File: config.mk
export PLATFORM = sky130hd
export DESIGN_NAME = reset_sequencer_flat
export DESIGN_NICKNAME = d
export VERILOG_FILES = /design/src/rtl/reset_sequencer_if.sv /design/src/rtl/reset_sequencer.sv /design/src/flat_wrapper.sv
export SDC_FILE = /design/constraint.sdc
export NUM_CORES = 1
export LEC_CHECK = 0
export ABC_CLOCK_PERIOD_IN_PS = 800
export CORE_ASPECT_RATIO = 1.25
export CORE_MARGIN = 8
export CORE_UTILIZATION = 55
export CTS_CLUSTER_SIZE = 24
export DETAILED_ROUTE_END_ITERATION = 10
export GPL_ROUTABILITY_DRIVEN = 1
export GPL_TIMING_DRIVEN = 0
export PLACE_DENSITY_LB_ADDON = 0.2
export SYNTH_ARGS = -nofsm -noshare
export SYNTH_HDL_FRONTEND = slang
export SYNTH_SLANG_ARGS = --single-unit
File: constraint.sdc
create_clock -name clk -period 0.8 [get_ports clk]
set_input_delay 0.16 -clock clk [delete_from_list [all_inputs] [get_ports clk]]
set_output_delay 0.16 -clock clk [all_outputs]
set_load 0.05 [all_outputs]
File: src/rtl/reset_sequencer_if.sv
// Handshake bundle between the reset sequencer and the SoC and the reset domains.
//   sw_rst_req_i  : one-cycle software request to abort and re-run the sequence
//   ready_i       : per-stage "out of reset" acknowledge (level)
//   rst_o         : per-stage reset, active-high, bit 0 released first
//   busy_o        : sequence in progress
//   seq_done_o    : all stages released and acknowledged
//   timeout_err_o : sticky acknowledge-timeout flag
//   err_stage_o   : index of the stage that timed out
// The slave modport is the sequencer side; the master modport is the SoC/bench side.
interface reset_sequencer_if #(
  parameter int NUM_STAGES = 4
);
  localparam int ESW = (NUM_STAGES > 1) ? $clog2(NUM_STAGES) : 1;

  logic                  sw_rst_req_i;
  logic [NUM_STAGES-1:0] ready_i;
  logic [NUM_STAGES-1:0] rst_o;
  logic                  busy_o;
  logic                  seq_done_o;
  logic                  timeout_err_o;
  logic [ESW-1:0]        err_stage_o;

  modport slave (
    input  sw_rst_req_i, ready_i,
    output rst_o, busy_o, seq_done_o, timeout_err_o, err_stage_o
  );

  modport master (
    output sw_rst_req_i, ready_i,
    input  rst_o, busy_o, seq_done_o, timeout_err_o, err_stage_o
  );
endinterface

File: src/rtl/reset_sequencer.sv
// Reset sequencer: synchronizes deassertion of the board reset to clk, then
// releases NUM_STAGES reset domains one after another. Each release is preceded
// by HOLD_CYCLES cycles of hold and followed by a wait for that stage's ready
// acknowledge (bounded by ACK_TIMEOUT unless it is 0). A software request
// restarts the sequence from the first hold.
// Ports:
//   clk         : system clock, rising edge
//   async_rst_i : board reset, asynchronous assert, active-high
//   bus         : reset_sequencer_if.slave (request/ready in, resets/status out)
module reset_sequencer #(
  parameter int NUM_STAGES  = 4,
  parameter int SYNC_STAGES = 2,
  parameter int HOLD_CYCLES = 8,
  parameter int ACK_TIMEOUT = 255,
  parameter int CNT_W       = 8
) (
  input  logic               clk,
  input  logic               async_rst_i,
  reset_sequencer_if.slave   bus
);
  localparam int ESW = (NUM_STAGES > 1) ? $clog2(NUM_STAGES) : 1;

  typedef enum logic [2:0] {
    ST_RESET    = 3'd0,
    ST_HOLD     = 3'd1,
    ST_WAIT_ACK = 3'd2,
    ST_DONE     = 3'd3,
    ST_ERROR    = 3'd4
  } state_t;

  logic [SYNC_STAGES-1:0] sync_q;
  logic                   irst;

  state_t                 state_q, state_d;
  logic [ESW-1:0]         stage_q, stage_d;
  logic [CNT_W-1:0]       cnt_q, cnt_d;
  logic [NUM_STAGES-1:0]  rst_q, rst_d;
  logic                   busy_q, busy_d;
  logic                   done_q, done_d;
  logic                   terr_q, terr_d;
  logic [ESW-1:0]         estg_q, estg_d;

  // Deassertion synchronizer: set instantly by the board reset, drained by clk.
  always_ff @(posedge clk or posedge async_rst_i) begin
    if (async_rst_i) begin
      sync_q <= '1;
    end else begin
      sync_q <= {sync_q[SYNC_STAGES-2:0], 1'b0};
    end
  end

  // irst rises together with async_rst_i (async set) and falls only on clk.
  assign irst = sync_q[SYNC_STAGES-1];

  // Sequencer state and registered outputs, held in reset by the internal reset.
  always_ff @(posedge clk or posedge irst) begin
    if (irst) begin
      state_q <= ST_RESET;
      stage_q <= '0;
      cnt_q   <= '0;
      rst_q   <= '1;
      busy_q  <= 1'b1;
      done_q  <= 1'b0;
      terr_q  <= 1'b0;
      estg_q  <= '0;
    end else begin
      state_q <= state_d;
      stage_q <= stage_d;
      cnt_q   <= cnt_d;
      rst_q   <= rst_d;
      busy_q  <= busy_d;
      done_q  <= done_d;
      terr_q  <= terr_d;
      estg_q  <= estg_d;
    end
  end

  // Next-state and next-output logic; the software request overrides everything.
  always_comb begin
    state_d = state_q;
    stage_d = stage_q;
    cnt_d   = cnt_q;
    rst_d   = rst_q;
    done_d  = done_q;
    terr_d  = terr_q;
    estg_d  = estg_q;

    if (bus.sw_rst_req_i) begin
      state_d = ST_HOLD;
      stage_d = '0;
      cnt_d   = '0;
      rst_d   = '1;
      done_d  = 1'b0;
      terr_d  = 1'b0;
      estg_d  = '0;
    end else begin
      case (state_q)
        ST_RESET: begin
          state_d = ST_HOLD;
          stage_d = '0;
          cnt_d   = '0;
        end
        ST_HOLD: begin
          if (cnt_q == CNT_W'(HOLD_CYCLES - 1)) begin
            rst_d[stage_q] = 1'b0;
            cnt_d          = '0;
            state_d        = ST_WAIT_ACK;
          end else begin
            cnt_d = cnt_q + CNT_W'(1);
          end
        end
        ST_WAIT_ACK: begin
          // Ready wins over a timeout landing on the same edge.
          if (bus.ready_i[stage_q]) begin
            if (stage_q == ESW'(NUM_STAGES - 1)) begin
              state_d = ST_DONE;
              done_d  = 1'b1;
            end else begin
              stage_d = stage_q + ESW'(1);
              cnt_d   = '0;
              state_d = ST_HOLD;
            end
          end else if ((ACK_TIMEOUT != 0) && (cnt_q == CNT_W'(ACK_TIMEOUT - 1))) begin
            state_d = ST_ERROR;
            terr_d  = 1'b1;
            estg_d  = stage_q;
            rst_d   = '1;
          end else begin
            cnt_d = cnt_q + CNT_W'(1);
          end
        end
        ST_DONE: begin
          state_d = ST_DONE;
        end
        ST_ERROR: begin
          state_d = ST_ERROR;
        end
        default: begin
          state_d = ST_RESET;
          rst_d   = '1;
        end
      endcase
    end

    busy_d = (state_d == ST_RESET) || (state_d == ST_HOLD) || (state_d == ST_WAIT_ACK);
  end

  assign bus.rst_o         = rst_q;
  assign bus.busy_o        = busy_q;
  assign bus.seq_done_o    = done_q;
  assign bus.timeout_err_o = terr_q;
  assign bus.err_stage_o   = estg_q;
endmodule

File: src/flat_wrapper.sv
// flat-port wrapper written by rule: the top's interface ports become plain ports
module reset_sequencer_flat 
#(
  parameter int NUM_STAGES  = 4,
  parameter int SYNC_STAGES = 2,
  parameter int HOLD_CYCLES = 8,
  parameter int ACK_TIMEOUT = 255,
  parameter int CNT_W       = 8
)
  (clk, async_rst_i, bus_sw_rst_req_i, bus_ready_i, bus_rst_o, bus_busy_o, bus_seq_done_o, bus_timeout_err_o, bus_err_stage_o);
  reset_sequencer_if #(.NUM_STAGES(NUM_STAGES)) bus_i ();
  input  logic clk;
  input  logic async_rst_i;
  input wire logic [$bits(bus_i.sw_rst_req_i)-1:0] bus_sw_rst_req_i;
  input wire logic [$bits(bus_i.ready_i)-1:0] bus_ready_i;
  output wire logic [$bits(bus_i.rst_o)-1:0] bus_rst_o;
  output wire logic [$bits(bus_i.busy_o)-1:0] bus_busy_o;
  output wire logic [$bits(bus_i.seq_done_o)-1:0] bus_seq_done_o;
  output wire logic [$bits(bus_i.timeout_err_o)-1:0] bus_timeout_err_o;
  output wire logic [$bits(bus_i.err_stage_o)-1:0] bus_err_stage_o;
  assign bus_i.sw_rst_req_i = bus_sw_rst_req_i;
  assign bus_i.ready_i = bus_ready_i;
  assign bus_rst_o = bus_i.rst_o;
  assign bus_busy_o = bus_i.busy_o;
  assign bus_seq_done_o = bus_i.seq_done_o;
  assign bus_timeout_err_o = bus_i.timeout_err_o;
  assign bus_err_stage_o = bus_i.err_stage_o;
  reset_sequencer #(.NUM_STAGES(NUM_STAGES), .SYNC_STAGES(SYNC_STAGES), .HOLD_CYCLES(HOLD_CYCLES), .ACK_TIMEOUT(ACK_TIMEOUT), .CNT_W(CNT_W)) u_core (.clk(clk), .async_rst_i(async_rst_i), .bus(bus_i));
endmodule
After elaboration in Yosys (flattened, before gate mapping)
Index checks and enable logic that the tools add are counted.
{"block": "totals", "reg_bits": 24, "inputBits": 7, "output_inout_bits": 9, "wordCells": 87}
{"block": "classes", "n_addsub": 2, "n_lt_le_gt_ge": 2, "n_eq_ne": 18, "mux": 37, "n_bitwise": 2, "reduce_logical": 17}
{"op": "$mux W8", "count": 5}
{"op": "$pmux W8 S3", "count": 1}
{"op": "$mux W2", "count": 8}
{"op": "$mux W4", "count": 4}
{"op": "$pmux W3 S5", "count": 1}
{"op": "$mux W3", "count": 4}
{"op": "$pmux W4 S3", "count": 1}
{"op": "$reduce_and A3 Y1", "count": 4}
{"op": "$mux W1", "count": 10}
{"op": "$eq A3 B2 Y1 const B", "count": 3}
{"op": "$ne A3 B2 Y1 const B", "count": 3}
{"op": "$add A8 B1 Y8 const B", "count": 1}
{"op": "$eq A8 B3 Y1 const B", "count": 1}
{"op": "$eq A8 B8 Y1 const B", "count": 1}
{"op": "$reduce_bool A2 Y1", "count": 4}
{"op": "$eq A3 B1 Y1 const B", "count": 2}
{"op": "$logic_not A3 Y1", "count": 2}
{"op": "$ne A3 B3 Y1 const B", "count": 2}
{"op": "$and A4 B4 Y4", "count": 1}
{"op": "$ne A4 B3 Y1 const B", "count": 1}
{"op": "$ne A4 B4 Y1 const B", "count": 1}
{"op": "$not A4 Y4", "count": 1}
{"op": "$pmux W2 S2", "count": 1}
{"op": "$reduce_and A4 Y1", "count": 1}
{"op": "14 further kinds", "count": 15}

Depth between registers and ports, before layout
Gate-level depths: netlist of run 1.
{"block": "depth", "depth_word": 9, "ltp_mapped": 6}

Least setup slack after synthesis of run 1
No wires, ideal clock.
{"block": "synth_timing", "kind": "reg2reg", "startpoint": "register u_core.stage_q[0]", "endpoint": "register u_core.cnt_q[6]", "setup_ns": 0.121, "arrival_ns": 1.768, "required_time_ns": 0.679, "setup_slack_ns": -1.089, "path_stages_with_launch": 6, "n_path_buf": 0, "cell_sequence": "dfrtp_1 -> mux4_2 -> nand4_2 -> o311ai_4 -> a21o_1 -> a22o_1"}
{"block": "synth_between", "elab_chain_len": 5, "elab_cells_between_ends": 9}
{"element": "from (decl)", "line_no": "reset_sequencer.sv:35", "text": "logic [ESW-1:0] stage_q, stage_d;"}
{"element": "from (signal assigned)", "line_no": "reset_sequencer.sv:68", "text": "stage_q <= stage_d;"}
{"element": "$bmux W1 S2", "line_no": "reset_sequencer.sv:114", "text": "if (bus.ready_i[stage_q]) begin"}
{"element": "$mux W1 (not written as such)", "line_no": "reset_sequencer.sv:114"}
{"element": "$mux W8", "line_no": "reset_sequencer.sv:114"}
{"element": "$pmux W8 S3", "line_no": "reset_sequencer.sv:97", "text": "case (state_q)"}
{"element": "$mux W8", "line_no": "reset_sequencer.sv:88", "text": "if (bus.sw_rst_req_i) begin"}
{"element": "to (signal assigned)", "line_no": "reset_sequencer.sv:69", "text": "cnt_q <= cnt_d;"}
{"element": "to (decl)", "line_no": "reset_sequencer.sv:36", "text": "logic [CNT_W-1:0] cnt_q, cnt_d;"}
Several ways; a longest one is shown, not always the timed one. The select of a mux whose other input is x is not followed.
A chain may end at the register's enable or synchronous reset.

Worst setup path after layout of run 1
{"block": "layout_timing", "startpoint": "register u_core.stage_q[0]", "endpoint": "register u_core.busy_q (netlist: u_core.bus.busy_o)"}
{"block": "layout_between", "elab_chain_len": 8, "elab_cells_between_ends": 12}
{"element": "$bmux W1 S2 or $eq A2 B2 Y1 (tied branches)", "line_no": "reset_sequencer.sv:114, reset_sequencer.sv:115"}
{"element": "$mux W1 (not written as such) or $mux W2 (tied branches)", "line_no": "reset_sequencer.sv:114, reset_sequencer.sv:115"}
{"element": "$mux W3 *", "line_no": "reset_sequencer.sv:114"}
{"element": "$pmux W3 S5 *", "line_no": "reset_sequencer.sv:97"}
{"element": "$mux W3 *", "line_no": "reset_sequencer.sv:88"}
{"element": "$eq A3 B1 Y1 or $logic_not A3 Y1 (tied branches)", "line_no": "reset_sequencer.sv:145", "text": "busy_d = (state_d == ST_RESET) || (state_d == ST_HOLD) || (state_d == ST_WAIT_ACK);"}
{"element": "$logic_or A1 B1 Y1", "line_no": "reset_sequencer.sv:145"}
{"element": "$logic_or A1 B1 Y1 *", "line_no": "reset_sequencer.sv:145"}
{"element": "named net u_core.busy_d", "line_no": "reset_sequencer.sv:38", "text": "logic busy_q, busy_d;"}
{"element": "to (signal assigned)", "line_no": "reset_sequencer.sv:71", "text": "busy_q <= busy_d;"}
{"element": "to (decl)", "line_no": "reset_sequencer.sv:38"}
Mark *: on every way through the listed nets, which the timed path passes. The rest lies on a longest branch. The select of a mux whose other input is x is not followed.

==> results of run 1 <==
[metal layers]
| layer | global-route usage [%] | routed length, um |
|---|---|---|
| met1 | 20.0 | 1330 |
| met2 | 30.3 | 2010 |
| met3 | 2.48 | 170 |
| met4 | 9.61 | 109 |
| met5 | 0 | 0 |
[synthesized netlist by cell type (2+ instances only)]
cell type  count
o21ai_1        3
ha_1           6
or3_1          2
a22o_1         5
inv_1          9
o21a_1         3
nor2_1        14
dfrtp_1       17
nand3_1        4
a21oi_1        2
o21ai_0        2
mux2i_1        2
a32oi_1        2
or2_2          3
nand2_1       16
nand4_1        2
dfstp_2        7
clkbuf_1       2
a21o_1         7
nor3b_2        2
[per-stage QoR]
stage	cell area [um^2]	total power [W]	util [%]	instances
floorplan	1420	0.00141	-	136
global route	1920	0.00247	78.9	203
global placement	1610	0.00147	66.3	184
finish	1920	0.00239	78.9	203
detailed placement	1610	0.00147	66.3	184
CTS	1870	0.00240	77.0	202
[where the power goes]
group          internal (W)  switching (W)  total (W)
sequential          0.00124      0.0000348    0.00128
combinational     0.0000966       0.000120   0.000217
clock              0.000508       0.000384   0.000892
[worst max path at each step]
stage | endpoint | slack [ns] | depth (start not counted)
after floorplan | u_core.bus.busy_o | -1.07 | 4
after global placement | u_core.cnt_q[1] | -1.21 | 5
after detailed placement | u_core.cnt_q[1] | -1.26 | 6
after CTS | u_core.bus.busy_o | -1.05 | 4
after global routing | u_core.bus.busy_o | -1.11 | 4
final | u_core.bus.busy_o | -1.06 | 4
[registers in the layout, indices dropped and copies added, names as in the netlist]
name                      flops
u_core.state_q                3
u_core.stage_q                2
u_core.cnt_q                  8
u_core.sync_q                 2
u_core.bus.rst_o              4
u_core.bus.seq_done_o         1
u_core.bus.err_stage_o        2
u_core.bus.timeout_err_o      1
u_core.bus.busy_o             1
[cell type report]
| class | count | area, um^2 | share of cell area [%] |
|---|---|---|---|
| repair buffers | 28 | 293 | 15.3 |
| flip-flops and latches | 24 | 617 | 32.2 |
| clock buffers | 3 | 22.5 | 1.18 |
| well taps | 33 | 41.3 | 2.16 |
| plain buffers | 2 | 11.3 | 0.588 |
| clock inverters | 1 | 30.0 | 1.57 |
| multi-input cells | 103 | 863 | 45.1 |
| inverters | 9 | 37.5 | 1.96 |
[cell families after synthesis]
family / share of synthesized area (%)
simple gates: 24.1
compound gates: 20.4
flops: 43.3
buf+inv: 2.94
fa+ha+maj: 5.34
mux: 3.02
other cells: 0.267
xor+xnor: 0.623
[what timing repair did]
item,CTS,global route
setup endpoints to repair,53,31
pin swaps,11,5
gates resized for setup,84,14
setup buffers,12,2
endpoints found under the hold margin,0,0
gates cloned,2,0
==> impl_metrics.ini, run 1 <==
[timing]
timing.fmax_mhz = 539
min_period_ns = 1.86
tightest_slew_ns = 0.660
hold_viol_final = 0
rsz0062_at_grt = yes
fin_tns_setup_ns = -23.98
setup_viol = 31
timing.final.ws_setup_ns = -1.06
drv_slew = 0
maxSlewHeadroom_pct = 56.0
worst_clock_skew_ns = 0.0146
fin_crit_sh_pct = 232
whs_ns = 0.141

[yosys]
synth_top_cell_area_share_pct = 30.2
synth-edff-count = 0
synth_flop_cell = dfrtp_1
syn_inst = 136
syn_area_mm2 = 0.00141
ys_ff_latch = 24
async_flop_share_pct = 100
syn_nets = 149
synthTopCellsByArea = dfrtp_1 (30%), dfstp_2 (13%), ha_1 (5.3%), nand2_1 (4.3%), a21o_1 (3.7%)
ys_seq_area_share_pct = 43.3
yosysUniqueCellTypes = 46
yosysTopAreaCell = dfrtp_1
synth_warnings = 0
syn_avg_cell_area_um2 = 10.3

[die]
ios = 16
initial_utilization_pct = 57.9
die_x_um = 61.2
fp.coreArea_mm2 = 0.00243
die_h_um = 72.5
dieArea_mm2 = 0.00444
rows = 20

[critical_path]
path_max_fanout = 5
path_delay_family = multiplexers
path_buf_inv = 0
slowest_delay_ns = 0.62
cp.arrival_ns = 2.10
r2r_setup_slack_ns = -1.06
reg2reg_from = u_core.stage_q[0]
r2r_end = u_core.bus.busy_o
slowest_stage = mux4_2
worstSetupStartpoint = u_core.stage_q[0]
startpoint_type = flip-flop
rr_worst_depth = 4
cp.required_ns = 1.05
crit_chain = mux4_2, or3_4, a211o_1, o311ai_2
endpoint_kind = flip-flop
critical_path_class = flip-flop to flip-flop

[global_route]
grt_pass1_vias = 1282
grt_max_degree = 23
antenna_found_initial = 0
grt_usage_pct = 17.7
grt.overflow.total = 0
grt_pass1_wl_mm = 5.97

[cells_and_area]
area_growth_pct = 36.2
drive_gt1_share_pct = 41.2
layout_common_cells = nand2_1 (16), nor2_1 (12), dfrtp_1 (11)
fillers = 153
nNetsFinal = 184
final_common_cell = nand2_1
n_antenna_cell = 0

[route]
drt_iter0_markers = 97
viasPerCell = 6.09
routed_wl_mm = 3.61
drt-pass1-iter-count = 5
dr_total_vias = 1236
drt_drc_violations_left = 0
routedWlPerCell_um = 17.8
antenna_left = 0

[power]
power.density_mw_per_mm2 = 1250
ir_drop_mv = 1.36
power.leakage_nw = 0.833

[clock_tree]
cts_tree = yes
cts_max_path_buffers = 2
cts-buffers-inserted = 3
ctsHoldBuffers = 0
cts_root_buffer = clkbuf_4
clock_latency_ns = 0.33
clkSinkCount = 24
clk_pin_slew_worst_paths_ns = 0.14
htreeDepth = 1

[place]
port_buffers = 15
place_ws_ns = -1.26
routabilityCongestion = 0.920
dpl.hpwl_mm = 2.22

[run_status]
outcome = complete, but fails checks
failed_checks = negative setup slack

[min_path]
hold_class = primary input to async pin

[job]
cap_violations = 0
No activity file was read; power rests on OpenSTA's default activity.
==> run 2: changes to the inputs <==
--- a/config.mk
+++ b/config.mk
@@ -5,10 +5,10 @@
 export SDC_FILE = /design/constraint.sdc
 export NUM_CORES = 1
 export LEC_CHECK = 0
-export ABC_CLOCK_PERIOD_IN_PS = 800
+export ABC_CLOCK_PERIOD_IN_PS = 1550
 export CORE_ASPECT_RATIO = 1.25
 export CORE_MARGIN = 8
-export CORE_UTILIZATION = 55
+export CORE_UTILIZATION = 25
 export CTS_CLUSTER_SIZE = 24
 export DETAILED_ROUTE_END_ITERATION = 10
 export GPL_ROUTABILITY_DRIVEN = 1
==> constraint.sdc (replaced) <==
create_clock -name clk -period 1.55 [get_ports clk]
set_input_delay 0.31 -clock clk [delete_from_list [all_inputs] [get_ports clk]]
set_output_delay 0.31 -clock clk [all_outputs]
set_load 0.05 [all_outputs]
==> run 2 against run 1 <==
  * Final area rose by 4.1%
  * Critical endpoint is now u_core.cnt_q[6]
  * Highest routed layer unchanged
  * Non-clock buffer count grew 2
  * Wire length shrank 1.8%
  * The run still ends with negative setup slack left
==> impl_metrics.ini, run 2 (synthesis results as in run 1) <==
[run_status]
outcome = complete, but fails checks
failed_checks = negative setup slack

[die]
die_h_um = 99.9
ios = 16
dieArea_mm2 = 0.00830
fp.coreArea_mm2 = 0.00544
die_x_um = 83.1
rows = 30
initial_utilization_pct = 25.8

[clock_tree]
ctsHoldBuffers = 0
clock_latency_ns = 0.27
cts-buffers-inserted = 3
cts_max_path_buffers = 2
cts_tree = yes
htreeDepth = 1
clkSinkCount = 24
cts_root_buffer = clkbuf_8
clk_pin_slew_worst_paths_ns = 0.09

[global_route]
grt_usage_pct = 8.74
grt_pass1_vias = 1291
grt.overflow.total = 0
grt_max_degree = 23
antenna_found_initial = 0
grt_pass1_wl_mm = 6.02

[timing]
worst_clock_skew_ns = 0.00448
min_period_ns = 1.87
timing.fmax_mhz = 536
drv_slew = 0
rsz0062_at_grt = yes
whs_ns = 0.356
timing.final.ws_setup_ns = -0.316
tightest_slew_ns = 0.895
fin_crit_sh_pct = 120
setup_viol = 22
maxSlewHeadroom_pct = 40.2
hold_viol_final = 0

[critical_path]
path_buf_inv = 2
path_delay_family = buffers and inverters
path_max_fanout = 5
startpoint_type = primary input
slowest_stage = mux4_2
crit_chain = clkdlybuf4s50_1, mux4_2, buf_12, nand4_4, o311ai_4, a21o_1, a22o_1
critical_path_class = primary input to flip-flop
endpoint_kind = flip-flop
cp.arrival_ns = 2.03
slowest_delay_ns = 0.53
cp.required_ns = 1.71

[route]
dr_total_vias = 1154
routedWlPerCell_um = 15.1
antenna_left = 0
drt_drc_violations_left = 0
routed_wl_mm = 3.55
drt_iter0_markers = 29
viasPerCell = 4.91
drt-pass1-iter-count = 4

[cells_and_area]
nNetsFinal = 185
area_growth_pct = 41.8
top_register = u_core.cnt_q
fillers = 551
layout_common_cells = nand2_1 (15), buf_4 (12), nor2_1 (12), dfrtp_1 (12), inv_1 (9)
final_util_pct = 36.6
drive_gt1_share_pct = 40.9
final_common_cell = nand2_1
multi_input_area_um2 = 908
n_antenna_cell = 0
regArea_um2 = 616
largest_reg_flops = 8

[place]
dpl.hpwl_mm = 2.27
port_buffers = 15
routabilityCongestion = 0.758

[job]
cap_violations = 0

[power]
power.density_mw_per_mm2 = 612
ir_drop_mv = 0.595
power.leakage_nw = 0.885

[min_path]
hold_class = primary input to async pin
-- run 2: cell types whose count changed in the layout (fill, tap and decap cells not counted), moves of 2 or more --
cell             before  now
buf_6                 8    3
buf_8                 5    0
clkdlybuf4s15_2       0    5
clkbuf_8              0    4
dlygate4sd2_1         0    4
clkbuf_4              3    0
buf_4                10   12
-- run 2: worst reg2reg max path: stages, from the launching register on --
cell	delay (ns)
dfrtp_2	0.40
mux4_2	0.57
buf_12	0.17
nand4_4	0.09
o311ai_4	0.15
a21o_1	0.19
a22o_1	0.20
-- run 2: layer usage --
| layer | share of wire [%] | vias up | track usage, % | routed length, um |
|---|---|---|---|---|
| met5 | 0 | - | 0 | 0 |
| met4 | 0.51 | 0 | 1.22 | 18 |
| met2 | 49 | 19 | 15.4 | 1750 |
| li1 | - | 558 | - | - |
| met3 | 5.3 | 2 | 3.16 | 188 |
| met1 | 45 | 575 | 10.0 | 1590 |
-- run 2: final cells by class --
cell class	instances	share of cell area (%)
Inverter	9	1.69
Tap cell	64	4.02
Clock buffer	4	2.76
Sequential cell	24	30.9
Multi-Input combinational cell	102	45.5
Buffer	2	0.565
Timing Repair Buffer	30	14.6
-- run 2: timing repair --
| item | in CTS | in global routing |
|---|---|---|
| resized for setup | 39 | 15 |
| pin swaps | 11 | 7 |
| buffers inserted | 13 | 2 |
| gates cloned | 1 | 0 |
| endpoints found under the setup margin | 31 | 22 |
-- run 2: worst paths after layout --
check	from	end	slack, ns	cells past startpoint
max	bus_ready_i[0]	u_core.cnt_q[6]	-0.32	7
min	async_rst_i	u_core.sync_q[1]	0.36	2
max reg2reg	u_core.stage_q[0]	u_core.cnt_q[6]	-0.32	6
min reg2reg	u_core.sync_q[0]	u_core.sync_q[1]	0.36	0
max in group asynchronous	u_core.sync_q[1]	u_core.cnt_q[0]	0.50	1
min in group clk	u_core.sync_q[0]	u_core.sync_q[1]	0.36	0
-- run 2: per-stage QoR --
stage	setup TNS, ns	cell area (um^2)	cells	power [W]	setup slack (ns)
after floorplan	-4.07	1420	136	0.000726	-0.323
after global placement	-11.57	1650	215	0.000760	-0.633
after detailed placement	-11.72	1650	215	0.000763	-0.655
after CTS	-4.92	1910	233	0.00123	-0.322
after global routing	-5.94	1990	235	0.00128	-0.395
final	-4.36	1990	235	0.00122	-0.316
-- run 2: power by group --
group / internal, W / total, W / switching, W
registers: 0.000641 / 0.000658 / 0.0000171
clock network: 0.000227 / 0.000436 / 0.000209
logic: 0.0000605 / 0.000127 / 0.0000667
==> run 3: changes to the inputs <==
--- a/config.mk
+++ b/config.mk
@@ -9,6 +9,7 @@
 export CORE_ASPECT_RATIO = 1.25
 export CORE_MARGIN = 8
 export CORE_UTILIZATION = 25
+export CTS_CLUSTER_DIAMETER = 60
 export CTS_CLUSTER_SIZE = 24
 export DETAILED_ROUTE_END_ITERATION = 10
 export GPL_ROUTABILITY_DRIVEN = 1
==> results of run 3 <==
Final layout, timing and power as in run 2 (identical DEF).
